===== config.mk =====
export PLATFORM = sky130hd
export DESIGN_NAME = seq_alu
export DESIGN_NICKNAME = d
export VERILOG_FILES = /design/src/rtl/seq_alu.sv
export SDC_FILE = /design/constraint.sdc
export NUM_CORES = 2
export LEC_CHECK = 0
export ABC_CLOCK_PERIOD_IN_PS = 15400
export CAP_MARGIN = 10
export CORE_ASPECT_RATIO = 0.8
export CORE_MARGIN = 5
export CORE_UTILIZATION = 45
export CTS_CLUSTER_SIZE = 24
export DETAILED_ROUTE_END_ITERATION = 10
export PLACE_DENSITY = 0.69
export SYNTH_ARGS = -nofsm -noshare
export SYNTH_HDL_FRONTEND = slang
export SYNTH_SLANG_ARGS = --single-unit

===== constraint.sdc =====
create_clock -name clk -period 15.4 [get_ports clk]
set_input_delay 1.54 -clock clk [delete_from_list [all_inputs] [get_ports clk]]
set_output_delay 1.54 -clock clk [all_outputs]
set_load 0.1 [all_outputs]

===== src/rtl/seq_alu.sv =====
// Registered execute-stage ALU with valid/ready input handshake,
// iterative shift-add multiply and an architectural NZVC flag register.
module seq_alu #(
    parameter  int WIDTH = 64,
    localparam int CNT_W = $clog2(WIDTH) + 1
) (
    input  logic             clk,
    input  logic             reset,
    input  logic             in_valid,
    output logic             in_ready,
    input  logic [WIDTH-1:0] A,
    input  logic [WIDTH-1:0] B,
    input  logic [2:0]       cntrl,
    input  logic             set_flags,
    output logic             out_valid,
    output logic [WIDTH-1:0] result,
    output logic             negative,
    output logic             zero,
    output logic             overflow,
    output logic             carry_out,
    output logic             flag_n,
    output logic             flag_z,
    output logic             flag_v,
    output logic             flag_c
);

    typedef enum logic {
        IDLE,
        MUL
    } state_t;

    localparam logic [2:0] OP_PASS = 3'b000;
    localparam logic [2:0] OP_MUL  = 3'b001;
    localparam logic [2:0] OP_ADD  = 3'b010;
    localparam logic [2:0] OP_SUB  = 3'b011;
    localparam logic [2:0] OP_AND  = 3'b100;
    localparam logic [2:0] OP_OR   = 3'b101;
    localparam logic [2:0] OP_XOR  = 3'b110;

    state_t             state_q, state_d;
    logic [CNT_W-1:0]   cnt_q, cnt_d;
    logic [WIDTH-1:0]   a_q, a_d;
    logic [WIDTH-1:0]   b_q, b_d;
    logic [WIDTH-1:0]   acc_q, acc_d;
    logic               sf_q, sf_d;
    logic [WIDTH-1:0]   res_q, res_d;
    logic [3:0]         nzvc_q, nzvc_d;
    logic [3:0]         flags_q, flags_d;
    logic               ov_q, ov_d;

    logic [WIDTH-1:0]   b_op;
    logic [WIDTH:0]     sum;
    logic [WIDTH-1:0]   op_res;
    logic               op_v;
    logic               op_c;
    logic [WIDTH-1:0]   mul_next;

    logic               ld;
    logic [WIDTH-1:0]   ld_res;
    logic               ld_v;
    logic               ld_c;
    logic               ld_sf;
    logic [3:0]         ld_nzvc;

    // Single-cycle datapath; SUB reuses the adder as A + ~B + 1.
    always_comb begin
        b_op   = (cntrl == OP_SUB) ? ~B : B;
        sum    = {1'b0, A} + {1'b0, b_op}
               + {{WIDTH{1'b0}}, (cntrl == OP_SUB)};
        op_res = '0;
        op_v   = 1'b0;
        op_c   = 1'b0;
        case (cntrl)
            OP_PASS: op_res = B;
            OP_ADD, OP_SUB: begin
                op_res = sum[WIDTH-1:0];
                op_c   = sum[WIDTH];
                op_v   = (A[WIDTH-1] ^ b_op[WIDTH-1] ^ sum[WIDTH-1])
                       ^ sum[WIDTH];
            end
            OP_AND:  op_res = A & B;
            OP_OR:   op_res = A | B;
            OP_XOR:  op_res = A ^ B;
            default: op_res = '0;
        endcase
    end

    always_comb begin
        mul_next = acc_q;
        if (b_q[cnt_q[CNT_W-2:0]]) begin
            mul_next = acc_q + (a_q << cnt_q);
        end
    end

    always_comb begin
        state_d = state_q;
        cnt_d   = cnt_q;
        a_d     = a_q;
        b_d     = b_q;
        acc_d   = acc_q;
        sf_d    = sf_q;
        ld      = 1'b0;
        ld_res  = '0;
        ld_v    = 1'b0;
        ld_c    = 1'b0;
        ld_sf   = 1'b0;
        in_ready = (state_q == IDLE);

        unique case (state_q)
            IDLE: begin
                if (in_valid) begin
                    if (cntrl == OP_MUL) begin
                        state_d = MUL;
                        a_d     = A;
                        b_d     = B;
                        acc_d   = '0;
                        cnt_d   = '0;
                        sf_d    = set_flags;
                    end else begin
                        ld     = 1'b1;
                        ld_res = op_res;
                        ld_v   = op_v;
                        ld_c   = op_c;
                        ld_sf  = set_flags;
                    end
                end
            end
            MUL: begin
                acc_d = mul_next;
                cnt_d = cnt_q + 1'b1;
                if (cnt_q == CNT_W'(WIDTH - 1)) begin
                    state_d = IDLE;
                    cnt_d   = '0;
                    ld      = 1'b1;
                    ld_res  = mul_next;
                    ld_sf   = sf_q;
                end
            end
            default: state_d = IDLE;
        endcase

        ld_nzvc = {ld_res[WIDTH-1], (ld_res == '0), ld_v, ld_c};
        res_d   = ld ? ld_res : res_q;
        nzvc_d  = ld ? ld_nzvc : nzvc_q;
        flags_d = (ld && ld_sf) ? ld_nzvc : flags_q;
        ov_d    = ld;
    end

    always_ff @(posedge clk or posedge reset) begin
        if (reset) begin
            state_q <= IDLE;
            cnt_q   <= '0;
            a_q     <= '0;
            b_q     <= '0;
            acc_q   <= '0;
            sf_q    <= 1'b0;
            res_q   <= '0;
            nzvc_q  <= '0;
            flags_q <= '0;
            ov_q    <= 1'b0;
        end else begin
            state_q <= state_d;
            cnt_q   <= cnt_d;
            a_q     <= a_d;
            b_q     <= b_d;
            acc_q   <= acc_d;
            sf_q    <= sf_d;
            res_q   <= res_d;
            nzvc_q  <= nzvc_d;
            flags_q <= flags_d;
            ov_q    <= ov_d;
        end
    end

    assign out_valid = ov_q;
    assign result    = res_q;
    assign negative  = nzvc_q[3];
    assign zero      = nzvc_q[2];
    assign overflow  = nzvc_q[1];
    assign carry_out = nzvc_q[0];
    assign flag_n    = flags_q[3];
    assign flag_z    = flags_q[2];
    assign flag_v    = flags_q[1];
    assign flag_c    = flags_q[0];

endmodule


==> flow_metrics.env <==
export IMPL_ctsHoldBuffers=0
export IMPL_vias_per_cell=6.78
export IMPL_grt_pass1_vias=29713
export IMPL_arrival_ps=8390
export IMPL_clk_latency_ps=600
export IMPL_tritoncts="yes"
export IMPL_tns_ps=0
export IMPL_drt_wl_total_mm=151
export IMPL_antenna_found_initial=17
export IMPL_synth_area_sq_mm=0.0300
export IMPL_wire_per_inst_microns=31.4
export IMPL_holdPathStages=2
export IMPL_min_period_ps=7890
export IMPL_cts_num_sinks=273
export IMPL_cap_violations=0
export IMPL_place_hpwl_mm=119
export IMPL_grt_pass1_wl_mm=215
export IMPL_vdd_drop_max_mv=0.248
export IMPL_finalClockSkew_ps=26.6
export IMPL_setup_viol=0
export IMPL_ys_ff_latch=273
export IMPL_grt_overflow_total=0
export IMPL_p_per_area_mw_per_mm2=252
export IMPL_clockBufferDepth=3
export IMPL_clkTransAtPathRegs_ps=60
export IMPL_dr_total_vias=32687
export IMPL_initial_core_util=0.455
export IMPL_grt_max_degree=125
export IMPL_r2r_start="cnt_q[0]"
export IMPL_syn_avg_cell_area_sq_um=7.74
export IMPL_synth_cell_types=98
export IMPL_path_class="reg2reg"
export IMPL_final_common_cell="nand2_1"
export IMPL_dr_pass1_iters=8
export IMPL_fin_area_sq_mm=0.0338
export IMPL_nets=4329
export IMPL_worst_slew_pin_slew_ps=1280
export IMPL_cp_end_kind="flip-flop"
export IMPL_io_buffers=208
export IMPL_period_share=0.512
export IMPL_n_fill_cell=6416
export IMPL_layout_drive_gt1_share=0.0681
export IMPL_syn_num_nets=4284
export IMPL_cts_repair_timing_setup_buffer_count=0
export IMPL_cts_buffers=35
export IMPL_crit_required_ps=15900
export IMPL_worstHoldStart="b_q[10]"
export IMPL_min_path_type="reg2reg"
export IMPL_mostFrequentLayoutCells="nand2_1, o21ai_0, nor2_1, a21oi_1, ha_1"
export IMPL_min_to="b_q[10]"
export IMPL_core_area_sq_mm=0.0659
export IMPL_ys_warnings_count=0
export IMPL_r2r_slack_ps=7510
export IMPL_synth_ff_type="dfrtp_1"
export IMPL_reg2reg_depth=20
export IMPL_synth_edf_count=0
export IMPL_ant_nets=0
export IMPL_worstPathMaxFanout=61
export IMPL_rsz0062_at_grt="no"
export IMPL_gp_congestion=1.10
export IMPL_rr_endpoint="flags_q[2]"
export IMPL_maxSlewViolCount=0
export IMPL_yosysSeqAreaShare=0.228
export IMPL_dr_first_iter_drc_count=5201
export IMPL_htreeDepth=2
export IMPL_slew_headroom=0.127
export IMPL_whs_ps=477
export IMPL_cts_root_buffer="clkbuf_16"
export IMPL_ioPinCount=209
export IMPL_async_flop_share=1.00
export IMPL_fmax_mhz=127
export IMPL_placed_area_sq_mm=0.0326
export IMPL_synth_cells=3877
export IMPL_cp_start_kind="flip-flop"
export IMPL_outcome="finished clean"
export IMPL_dieWidth_microns=299
export IMPL_syn2layout_area_growth_pct=12.8
export IMPL_grt_usage=0.404
export IMPL_rows=84
export IMPL_post_cts_resized=0
export IMPL_drc=0
export IMPL_hold_viol=0
export IMPL_die_area_sq_mm=0.0719
export IMPL_leakage_nw=14.8
export IMPL_fp_dieH_microns=241
## power by group
| group | internal (mW) | switching, mW | total (mW) |
|---|---|---|---|
| clock | 0.496 | 0.385 | 0.881 |
| combinational | 2.00 | 4.28 | 6.28 |
| sequential | 1.00 | 0.368 | 1.37 |
| total | 3.50 | 5.03 | 8.53 |
## flip-flops by register name (all words and copies together) (netlist names)
name	count
a_q	64
state_q	1
cnt_q	7
result	64
b_q	64
acc_q	64
flags_q	4
sf_q	1
out_valid	1
nzvc_q	3
## synth_stat cells (9+ instances only)
library cell	instances	area, sq um
nand4_1	68	425
nor2b_1	20	125
or4_1	12	90.1
o211ai_1	26	195
nand2b_1	13	81.3
mux4_2	55	1240
or3_1	22	138
inv_1	173	649
o31ai_1	22	165
a221o_1	11	110
a221oi_1	22	193
a22o_1	44	385
nand3_1	56	280
a211oi_1	52	390
mux2_2	28	315
o21ai_0	390	1950
a2111oi_0	9	78.8
mux2i_1	138	1380
buf_2	17	85.1
a21o_1	53	398
a22oi_1	61	458
nor2_1	323	1210
and3_1	21	131
a31oi_1	32	200
a21oi_1	298	1490
and2_1	19	119
and4_1	13	114
nand2_1	565	2120
a311oi_1	12	105
a21boi_0	9	67.6
o21bai_1	21	158
o22a_1	11	96.3
nor3_1	64	320
clkbuf_1	193	724
nor4_1	27	169
a211o_1	10	87.6
ha_1	270	3380
dfrtp_1	273	6830
o21a_1	28	210
buf_1	37	139
xor2_1	40	350
xnor2_1	113	990
o22ai_1	48	300
## through the flow
stage | power, mW | instances | util | worst slack [ps]
after floorplan | 5.47 | 3877 | - | 6340
after global placement | 7.38 | 4745 | 0.495 | 7740
after detailed placement | 7.40 | 4745 | 0.495 | 7460
after CTS | 8.31 | 4809 | 0.513 | 8040
after global routing | 8.92 | 4810 | 0.513 | 7510
final | 8.53 | 4820 | 0.514 | 7510
## critical path, stage by stage, from the launching register on
cell and delay [ps]:
dfrtp_4 620, buf_4 900, mux4_2 640, nand2_1 100, nand2_1 70, o21ai_0 640, nor2_1 80, nor2_1 250
nor2_1 110, ha_1 480, and4_1 350, nand4_1 360, a311oi_1 780, o21ai_0 220, nand2b_1 210, xnor2_1 160
o21ai_0 320, nor4_1 620, and4_1 340, nand4_1 170, o31ai_2 270
## worst max path at each step
stage                     startpoint         end
after floorplan                reset      a_q[0]
after global placement      cntrl[2]  flags_q[2]
after detailed placement    cntrl[2]  flags_q[2]
after CTS                   cntrl[2]  flags_q[2]
after global routing        cnt_q[0]  flags_q[2]
final                       cnt_q[0]  flags_q[2]
## layout make-up
class                           instances  area [sq um]  share of cell area
Sequential cell                       273          6840               0.202
Multi-Input combinational cell       3171         21600               0.637
Timing Repair Buffer                  264          2500              0.0739
Inverter                              177           672              0.0199
Tap cell                              860          1080              0.0318
Clock inverter                         16           166             0.00492
Antenna cell                           11          27.5            0.000813
Clock buffer                           48          1010              0.0297
## kinds of logic (layout without fill, tap and decap cells)
logic type / count (synthesis) / count (layout) / share of synthesized area
compound gates: 1261 / 1261 / 0.270
mux: 222 / 222 / 0.0983
fa+ha+maj: 272 / 272 / 0.114
simple gates: 1263 / 1263 / 0.188
xor+xnor: 153 / 153 / 0.0447
buf+inv: 433 / 505 / 0.0567
other cells: 0 / 11 / 0
flops: 273 / 273 / 0.228
## layer usage
metal / GRT usage / part of all wire / routed length [microns]
met2: 0.583 / 0.40 / 60200
met4: 0.136 / 0.042 / 6410
met1: 0.577 / 0.42 / 64000
met3: 0.126 / 0.14 / 20600
met5: 0 / 0.00058 / 87
Note: power is estimated with default switching activity, not from simulation.
